[src/rtl/muldiv_unit_if.sv]
// Issue/response bundle for muldiv_unit: request handshake, operands, flush and result.
// The issue stage holds the master modport and the unit holds the slave modport.
interface muldiv_unit_if;
  logic        req_valid;
  logic        req_ready;
  logic [2:0]  op;
  logic [31:0] operand_a;
  logic [31:0] operand_b;
  logic        flush;
  logic        resp_valid;
  logic        resp_ready;
  logic [31:0] result;

  modport master (
    output req_valid, op, operand_a, operand_b, flush, resp_ready,
    input  req_ready, resp_valid, result
  );

  modport slave (
    input  req_valid, op, operand_a, operand_b, flush, resp_ready,
    output req_ready, resp_valid, result
  );
endinterface

[src/rtl/muldiv_unit.sv]
// Iterative radix-2 RV32M multiply/divide unit with a fixed 33-cycle latency.
// Define MULDIV_DIV_EN to build the divider; without it, ops 4-7 return 0 with the same latency.
module muldiv_unit (
  input logic          clk,
  input logic          rst,
  muldiv_unit_if.slave bus
);

  typedef enum logic [1:0] {StIdle, StBusy, StDone} state_e;

  state_e      state_q;
  logic [5:0]  count_q;
  logic [2:0]  op_q;
  logic [31:0] opnd_q;    // multiplicand magnitude (mul) or divisor magnitude (div)
  logic [63:0] acc_q;     // {partial product, multiplier} or {remainder, quotient}
  logic        sign_a_q;
  logic        sign_b_q;
  logic        req_ready_q;
  logic        resp_valid_q;
  logic [31:0] result_q;
`ifdef MULDIV_DIV_EN
  logic        b_zero_q;
`endif

  logic        a_signed, b_signed;
  logic        a_neg, b_neg;
  logic [31:0] a_mag, b_mag;
  logic [32:0] mul_sum;
  logic [63:0] acc_step;
  logic [63:0] prod;
  logic [31:0] fin;

  // Operand signedness decode for the request being presented.
  always_comb begin
    a_signed = 1'b0;
    b_signed = 1'b0;
    case (bus.op)
      3'd1, 3'd4, 3'd6: begin
        a_signed = 1'b1;
        b_signed = 1'b1;
      end
      3'd2:    a_signed = 1'b1;
      default: ;
    endcase
    a_neg = a_signed & bus.operand_a[31];
    b_neg = b_signed & bus.operand_b[31];
    a_mag = a_neg ? (~bus.operand_a + 32'd1) : bus.operand_a;
    b_mag = b_neg ? (~bus.operand_b + 32'd1) : bus.operand_b;
  end

  always_comb begin
    mul_sum = {1'b0, acc_q[63:32]} + {1'b0, (acc_q[0] ? opnd_q : 32'd0)};
  end

`ifdef MULDIV_DIV_EN
  logic [32:0] div_shift;
  logic [32:0] div_diff;

  // Restoring step: bit 32 of the difference is the borrow, since the shifted
  // remainder is always below twice the divisor.
  always_comb begin
    div_shift = acc_q[63:31];
    div_diff  = div_shift - {1'b0, opnd_q};
    if (op_q[2]) begin
      if (!div_diff[32]) begin
        acc_step = {div_diff[31:0], acc_q[30:0], 1'b1};
      end else begin
        acc_step = {div_shift[31:0], acc_q[30:0], 1'b0};
      end
    end else begin
      acc_step = {mul_sum, acc_q[31:1]};
    end
  end
`else
  always_comb begin
    acc_step = op_q[2] ? acc_q : {mul_sum, acc_q[31:1]};
  end
`endif

  // Sign correction and result selection, applied on the final BUSY cycle.
  always_comb begin
    prod = (sign_a_q ^ sign_b_q) ? (~acc_q + 64'd1) : acc_q;
    fin  = '0;
    case (op_q)
      3'd0:             fin = prod[31:0];
      3'd1, 3'd2, 3'd3: fin = prod[63:32];
      default: begin
`ifdef MULDIV_DIV_EN
        if (op_q[1]) begin
          fin = sign_a_q ? (~acc_q[63:32] + 32'd1) : acc_q[63:32];
        end else if (b_zero_q) begin
          fin = '1;
        end else begin
          fin = (sign_a_q ^ sign_b_q) ? (~acc_q[31:0] + 32'd1) : acc_q[31:0];
        end
`else
        fin = '0;
`endif
      end
    endcase
  end

  always_ff @(posedge clk) begin
    if (rst) begin
      state_q      <= StIdle;
      count_q      <= '0;
      op_q         <= '0;
      opnd_q       <= '0;
      acc_q        <= '0;
      sign_a_q     <= 1'b0;
      sign_b_q     <= 1'b0;
      req_ready_q  <= 1'b1;
      resp_valid_q <= 1'b0;
      result_q     <= '0;
`ifdef MULDIV_DIV_EN
      b_zero_q     <= 1'b0;
`endif
    end else if (bus.flush) begin
      state_q      <= StIdle;
      count_q      <= '0;
      req_ready_q  <= 1'b1;
      resp_valid_q <= 1'b0;
      result_q     <= '0;
    end else begin
      unique case (state_q)
        StIdle: begin
          if (bus.req_valid) begin
            state_q     <= StBusy;
            count_q     <= '0;
            op_q        <= bus.op;
            sign_a_q    <= a_neg;
            sign_b_q    <= b_neg;
            req_ready_q <= 1'b0;
`ifdef MULDIV_DIV_EN
            b_zero_q    <= (bus.operand_b == 32'd0);
`endif
            if (bus.op[2]) begin
              opnd_q <= b_mag;
              acc_q  <= {32'd0, a_mag};
            end else begin
              opnd_q <= a_mag;
              acc_q  <= {32'd0, b_mag};
            end
          end
        end
        StBusy: begin
          if (count_q == 6'd32) begin
            state_q      <= StDone;
            resp_valid_q <= 1'b1;
            result_q     <= fin;
          end else begin
            acc_q   <= acc_step;
            count_q <= count_q + 6'd1;
          end
        end
        StDone: begin
          if (bus.resp_ready) begin
            state_q      <= StIdle;
            resp_valid_q <= 1'b0;
            result_q     <= '0;
            req_ready_q  <= 1'b1;
          end
        end
        default: state_q <= StIdle;
      endcase
    end
  end

  assign bus.req_ready  = req_ready_q;
  assign bus.resp_valid = resp_valid_q;
  assign bus.result     = result_q;

endmodule

[src/flat_wrapper.sv]
// flat-port wrapper written by rule: the top's interface ports become plain ports
module muldiv_unit_flat 
  (clk, rst, bus_req_valid, bus_op, bus_operand_a, bus_operand_b, bus_flush, bus_resp_ready, bus_req_ready, bus_resp_valid, bus_result);
  muldiv_unit_if bus_i ();
  input logic clk;
  input logic rst;
  input wire logic [$bits(bus_i.req_valid)-1:0] bus_req_valid;
  input wire logic [$bits(bus_i.op)-1:0] bus_op;
  input wire logic [$bits(bus_i.operand_a)-1:0] bus_operand_a;
  input wire logic [$bits(bus_i.operand_b)-1:0] bus_operand_b;
  input wire logic [$bits(bus_i.flush)-1:0] bus_flush;
  input wire logic [$bits(bus_i.resp_ready)-1:0] bus_resp_ready;
  output wire logic [$bits(bus_i.req_ready)-1:0] bus_req_ready;
  output wire logic [$bits(bus_i.resp_valid)-1:0] bus_resp_valid;
  output wire logic [$bits(bus_i.result)-1:0] bus_result;
  assign bus_i.req_valid = bus_req_valid;
  assign bus_i.op = bus_op;
  assign bus_i.operand_a = bus_operand_a;
  assign bus_i.operand_b = bus_operand_b;
  assign bus_i.flush = bus_flush;
  assign bus_i.resp_ready = bus_resp_ready;
  assign bus_req_ready = bus_i.req_ready;
  assign bus_resp_valid = bus_i.resp_valid;
  assign bus_result = bus_i.result;
  muldiv_unit u_core (.clk(clk), .rst(rst), .bus(bus_i));
endmodule
[config.mk]
export PLATFORM = sky130hd
export DESIGN_NAME = muldiv_unit_flat
export DESIGN_NICKNAME = d
export VERILOG_FILES = /design/src/rtl/muldiv_unit_if.sv /design/src/rtl/muldiv_unit.sv /design/src/flat_wrapper.sv
export SDC_FILE = /design/constraint.sdc
export NUM_CORES = 1
export LEC_CHECK = 0
export BUFFER_PORTS_ARGS = -buffer_cell sky130_fd_sc_hd__buf_2
export CAP_MARGIN = 40
export CORE_MARGIN = 3
export CORE_UTILIZATION = 43
export CTS_CLUSTER_SIZE = 20
export DETAILED_ROUTE_END_ITERATION = 16
export RECOVER_POWER = 25
export SLEW_MARGIN = 20
export SYNTH_ARGS = -nofsm -noshare
export SYNTH_HDL_FRONTEND = slang
export SYNTH_SLANG_ARGS = --single-unit
[constraint.sdc]
create_clock -name clk -period 4.2 [get_ports clk]
set_clock_uncertainty 0.15 [all_clocks]
set_input_delay 0 -clock clk [delete_from_list [all_inputs] [get_ports clk]]
set_output_delay 0 -clock clk [all_outputs]
set_load 0.02 [all_outputs]
==> results of run 1 <==
==> worst min path at each step <==
stage                     start               to  cells past startpoint
2_1_floorplan         bus_op[1]   u_core.op_q[1]                      2
3_3_place_gp          bus_op[1]   u_core.op_q[1]                      3
3_5_place_dp          bus_op[1]   u_core.op_q[1]                      3
4_1_cts        bus_operand_b[5]  u_core.acc_q[5]                      5
5_1_grt        bus_operand_b[0]  u_core.acc_q[0]                      5
6_report       bus_operand_b[4]  u_core.acc_q[4]                      5
==> cells in the final DEF, fill, tap and decap left out, types with 25 or more instances in the layout <==
cell	synthesis	layout
dfxtp_1	143	143
nand2_1	120	120
a21oi_1	112	112
nor2_1	110	110
o21ai_0	95	95
dlygate4sd3_1	0	91
xnor2_1	72	71
buf_2	6	71
xor2_1	71	70
a22oi_1	50	50
and2_1	40	39
clkbuf_1	79	38
ha_1	37	37
nor3_1	33	32
inv_1	25	25
o31ai_1	25	25
buf_4	0	25
==> area by class of cell <==
type	instances	area, sq um
fillers	2358	11400
clock inverters	12	134
repair buffers	227	1640
flip-flops and latches	143	2860
inverters	25	93.8
clock buffers	20	447
multi-input cells	1126	7470
well taps	324	405
==> timing repair <==
action | in CTS | in global routing
hold endpoints to repair | 75 | 0
hold buffers | 91 | 0
gates resized for setup | 0 | 0
==> registers in the layout (all words and copies together), names as in the netlist <==
signal	count
u_core.op_q	3
u_core.acc_q	64
u_core.count_q	6
u_core.bus.resp_valid	1
u_core.bus.req_ready	1
u_core.bus.result	32
u_core.sign_a_q	1
u_core.opnd_q	32
u_core.sign_b_q	1
u_core.state_q	2
==> metrics by stage <==
stage                     instances  hold WS [ns]  instance area (sq um)  utilization [%]
after floorplan                1385       -0.0140                  10700                -
after global placement         1747         0.128                  11500             47.1
after detailed placement       1753         0.134                  11600             47.4
after CTS                      1876       0.00755                  13100             53.5
after global routing           1877        0.0593                  13000             53.3
final                          1877        0.0209                  13000             53.3
==> critical path: stages <==
cell and delay, ns:
dlygate4sd3_1 0.53, buf_2 0.14, nor4_1 0.65, nand4_1 0.40, or2_2 0.44, o31ai_1 0.25, xor2_1 0.31, dlygate4sd3_1 0.62
o221ai_1 0.12, dlygate4sd3_1 0.59
==> power groups by stage <==
| stage | Clock (uW) | Combinational (uW) | Sequential, uW |
|---|---|---|---|
| 5_1_grt | 1610 | 867 | 1470 |
| 3_5_place_dp | 0 | 697 | 1490 |
| 2_1_floorplan | 0 | 488 | 1460 |
| 6_report | 1520 | 792 | 1470 |
| 4_1_cts | 1540 | 781 | 1460 |
| 3_3_place_gp | 0 | 688 | 1490 |
==> per-layer routing <==
metal | share of wire (%) | GRT usage, % | vias to the layer above
met2 | 43 | 41.4 | 399
met3 | 6.9 | 3.68 | 33
met4 | 1.5 | 6.04 | 0
met1 | 49 | 39.1 | 5214
li1 | - | - | 5434
met5 | 0 | 0 | -
==> cell families (layout without fill, tap and decap cells) <==
group                    Yosys count  after routing  share of synthesized area (%)
buffers and inverters            116            284                           4.13
flip-flops                       143            143                           26.6
adder cells (fa/ha/maj)           38             38                           4.49
AO/OA/AOI/OAI                    455            455                           28.0
AND/OR/NAND/NOR                  465            465                           22.8
multiplexers                      25             25                           2.35
XOR/XNOR                         143            143                           11.7
==> results.toml, run 1 <==
[power]
power.leakage_uw = 0.00494
ir_drop_uv = 264
totalPowerFinal_uw = 3780
p_clk_share_pct = 40.2
internal_power_uw = 2630
power_frac_comb_pct = 21.0
cellPowerDensity_mw_per_mm2 = 290
sw_frac_of_total_pct = 30.4
seqPwrFrac_pct = 38.8
switchingPower_uw = 1150

[synthesis]
synth_ff_type = "dfxtp_1"
synth_top_area_share_pct = 26.6
netlist_area_sq_mm = 0.0107
synth.ff_latch_count = 143
synth-edff-count = 0
synth_cells = 1385
ys_types = 78
avgSynthCellArea_sq_um = 7.76
ys_top_cells_by_count = "dfxtp_1, nand2_1, a21oi_1"
synthArstFlopShare_pct = 0
yosys-top-cells-area = "dfxtp_1, xnor2_1, xor2_1"
yosys_warnings = 0
synth_top_cell_by_area = "dfxtp_1"
ys_seq_area_share_pct = 26.6
yosysMostFrequentCell = "dfxtp_1"
syn_nets = 1495

[floorplan]
dieWidth_microns = 164
fp.coreArea_sq_mm = 0.0245
fp-row-count = 57
die_h_microns = 164
io_pins = 106
die_area_sq_mm = 0.0269
initial_core_util_pct = 43.9

[sta]
maxSlewViolCount = 0
rsz0062_at_grt = "no"
slew_headroom_pct = 5.51
fin_crit_sh_pct = 93.2
fmax_mhz = 255
setup_tns_ns = 0
fin_crit_ns = 3.92
setup_ws_ns = 0.284
hold_violations = 0
worst_pin_slew_ns = 1.42
setup_viol = 0

[clock_network]
clk_pin_slew_ns = 0.06
postCtsSetupRepairBufs = 0
cts_tree = "done"
htreeDepth = 4
root_buffer = "clkbuf_16"
cts.sinks = 143
clkLatencyLatePin_ns = 0.42
cts_buffer_depth = 2
numCtsBuffers = 17

[placement]
post-place-ws_ns = 0.720
io_buffers = 105
dp_hpwl_microns = 27100
place.gp.congestion = 0.891

[grt]
grt_use_total_pct = 26.7
grt_pass1_wl_microns = 57100
antenna_found_initial = 0
overflow = 0
grt_pass1_vias = 10600
grt_start_max_net_pins = 64

[detailed_routing]
viasPerCell = 5.90
drc = 0
wl_microns = 35800
wire_per_inst_microns = 19.1
drt_iter0_drc = 980
num_vias = 11100
postRouteAntennaNets = 0
dr.pass1.iters = 6

[run]
cap_viol_max_count = 0

[finish]
drive_above_1_share_pct = 10.6
antenna-diode-count = 0
fin_nets = 1650
area_growth_pct = 21.4

[critical_path]
r2r-end = "u_core.acc_q[61]"
critical_path_class = "input pin to flip-flop"
path_max_fanout = 5
worstRegToRegCells = 11
worstPathRequired_ns = 4.35
worstSetupStartpoint = "bus_operand_a[4]"
arrival_ns = 4.07
r2r_slack_ns = 0.70
r2r-start = "u_core.acc_q[0]"
end_kind = "flip-flop"
endpoint = "u_core.opnd_q[21]"
start_kind = "input pin"

[worst_hold_path]
worstHoldPathType = "input pin to flip-flop"

[status]
run_status = "complete, no violations"
No activity file was read; power rests on OpenSTA's default activity.
==> run 2: changes to the inputs <==
CELL_PAD_IN_SITES_DETAIL_PLACEMENT = 1   (was default)
CELL_PAD_IN_SITES_GLOBAL_PLACEMENT = 2   (was default)
CORE_UTILIZATION = 37   (was 43)
CTS_BUF_LIST = sky130_fd_sc_hd__clkbuf_8   (was default)
CTS_CLUSTER_DIAMETER = 80   (was default)
PLACE_DENSITY_LB_ADDON = 0.1   (was default)
==> run 2 against run 1 <==
  * The flow now finishes with violations (max-capacitance violations, max-slew violations)
  * Sequential cell count unchanged
  * Maximum frequency up 3.5%
  * Die area up 16%
  * Global-route usage up 0.28 points
  * Routed wire length up 19%
  * Setup slack better by 0.13 ns
  * Non-clock buffer count up 16
  * Register-to-register slack worse by 0.28 ns
  * Cell area up 0.31%
  * Worst hold slack better by 0.0031 ns
  * Power down 8.1%
  * Clock-buffer cell count down 2
==> results.toml, run 2 (synthesized netlist as in run 1, its figures left out) <==
[finish]
area_growth_pct = 21.8
antenna-diode-count = 0
final_cells = 1947
largest_reg_flops = 64
fin_nets = 1666
final_common_cell = "dfxtp_1"
regMostFlops = "u_core.acc_q"
drive_above_1_share_pct = 10.7
final_cell_mix = "dfxtp_1, nand2_1, a21oi_1"

[grt]
grt_pass1_vias = 11500
grt_use_total_pct = 26.9
grt_pass1_wl_microns = 66100
antenna_found_initial = 0
overflow = 0
grt_start_max_net_pins = 80

[status]
failed_checks = "max-capacitance violations, max-slew violations"
run_status = "finished, violations left"

[detailed_routing]
num_vias = 11400
postRouteAntennaNets = 0
wire_per_inst_microns = 21.9
drc = 0
drt_iter0_drc = 796
wl_microns = 42700
viasPerCell = 5.88
dr.pass1.iters = 5

[sta]
setup_tns_ns = 0
rsz0062_at_grt = "no"
worst_pin_slew_ns = 1.68
slew_headroom_pct = -12.0
fmax_mhz = 264
maxSlewViolCount = 31
hold_violations = 0
setup_viol = 0
fin_crit_sh_pct = 90.1
fin_crit_ns = 3.78

[power]
p_clk_share_pct = 33.5
power_frac_comb_pct = 24.2
seqPwrFrac_pct = 42.3
ir_drop_uv = 182
cellPowerDensity_mw_per_mm2 = 265
internal_power_uw = 2260
power.leakage_uw = 0.00492
sw_frac_of_total_pct = 35.1
switchingPower_uw = 1220

[clock_network]
postCtsSetupRepairBufs = 0
htreeDepth = 4
cts.sinks = 143
cts_resized = 0
clk_pin_slew_ns = 0.11
clkLatencyLatePin_ns = 0.48
cts_tree = "done"
root_buffer = "clkbuf_8"
numCtsBuffers = 17
cts_buffer_depth = 2

[critical_path]
r2r-end = "u_core.opnd_q[31]"
r2r-start = "u_core.state_q[0]"
worstPathRequired_ns = 4.43
critical_path_class = "flip-flop to flip-flop"
path_max_fanout = 30
arrival_ns = 4.01
worstRegToRegCells = 7
end_kind = "flip-flop"
r2r_slack_ns = 0.42
start_kind = "flip-flop"

[worst_hold_path]
hp-start = "bus_operand_b[5]"
worstHoldPathType = "input pin to flip-flop"
whs_endpoint = "u_core.acc_q[5]"
hold_depth = 5

[run]
cap_viol_max_count = 1

[floorplan]
die_h_microns = 176
die_area_sq_mm = 0.0311
io_pins = 106
dieWidth_microns = 176
fp-row-count = 61
fp.coreArea_sq_mm = 0.0282
initial_core_util_pct = 38.1

[placement]
place_inst = 1807
place.gp.congestion = 0.880
io_buffers = 105
dp_hpwl_microns = 31400
## run 2: power by group through the flow
stage,sequential [uW],clock [uW],combinational [uW]
global route,1470,1250,910
detailed placement,1500,0,725
finish,1470,1160,840
global placement,1500,0,714
floorplan,1460,0,488
CTS,1470,1190,826
## run 2: worst max-delay path, stage by stage, from the launching register on
cell           delay (ns)
dfxtp_1              0.44
nand2b_1             0.23
nor3_1               0.14
clkbuf_1             1.22
nand2b_1             0.49
nor2_1               0.30
a2111oi_2            0.09
dlygate4sd3_1        0.60
## run 2: final cells by class
| cell class | count | area [sq um] |
|---|---|---|
| clock buffers | 18 | 248 |
| clock inverters | 14 | 146 |
| fillers | 3516 | 15200 |
| inverters | 25 | 93.8 |
| multi-input cells | 1126 | 7470 |
| flip-flops and latches | 143 | 2860 |
| well taps | 378 | 473 |
| repair buffers | 243 | 1800 |
## run 2: metrics by stage
step                setup WS, ns  power, uW  area (sq um)  util, %  hold WS, ns
floorplan                  0.947       1950         10700        -      -0.0140
global placement           0.873       2210         11600     41.2        0.141
detailed placement         0.700       2220         11700     41.3        0.147
CTS                        0.474       3480         13100     46.5      0.00867
global route               0.135       3630         13100     46.3       0.0124
finish                     0.418       3470         13100     46.3       0.0240
## run 2: worst max path at each step
stage,from,cells past startpoint,end
after global routing,u_core.state_q[0],7,u_core.opnd_q[31]
after floorplan,u_core.acc_q[0],13,u_core.acc_q[61]
final,u_core.state_q[0],7,u_core.opnd_q[31]
after global placement,u_core.acc_q[0],10,u_core.acc_q[61]
after detailed placement,u_core.acc_q[0],10,u_core.acc_q[61]
after CTS,bus_operand_b[2],11,u_core.opnd_q[31]
## run 2: timing repair
item                                    CTS  global route
endpoints found under the setup margin    0             0
hold endpoints to repair                 83             0
hold buffers                            106             0
## run 2: routing by layer
metal  GRT usage (%)  up-vias  part of all wire (%)
met1            35.2     5659                    44
li1                -     5450                     -
met3            4.13       63                   4.3
met2            45.5      272                    49
met4            9.03        0                   3.4
met5               0        -                     0
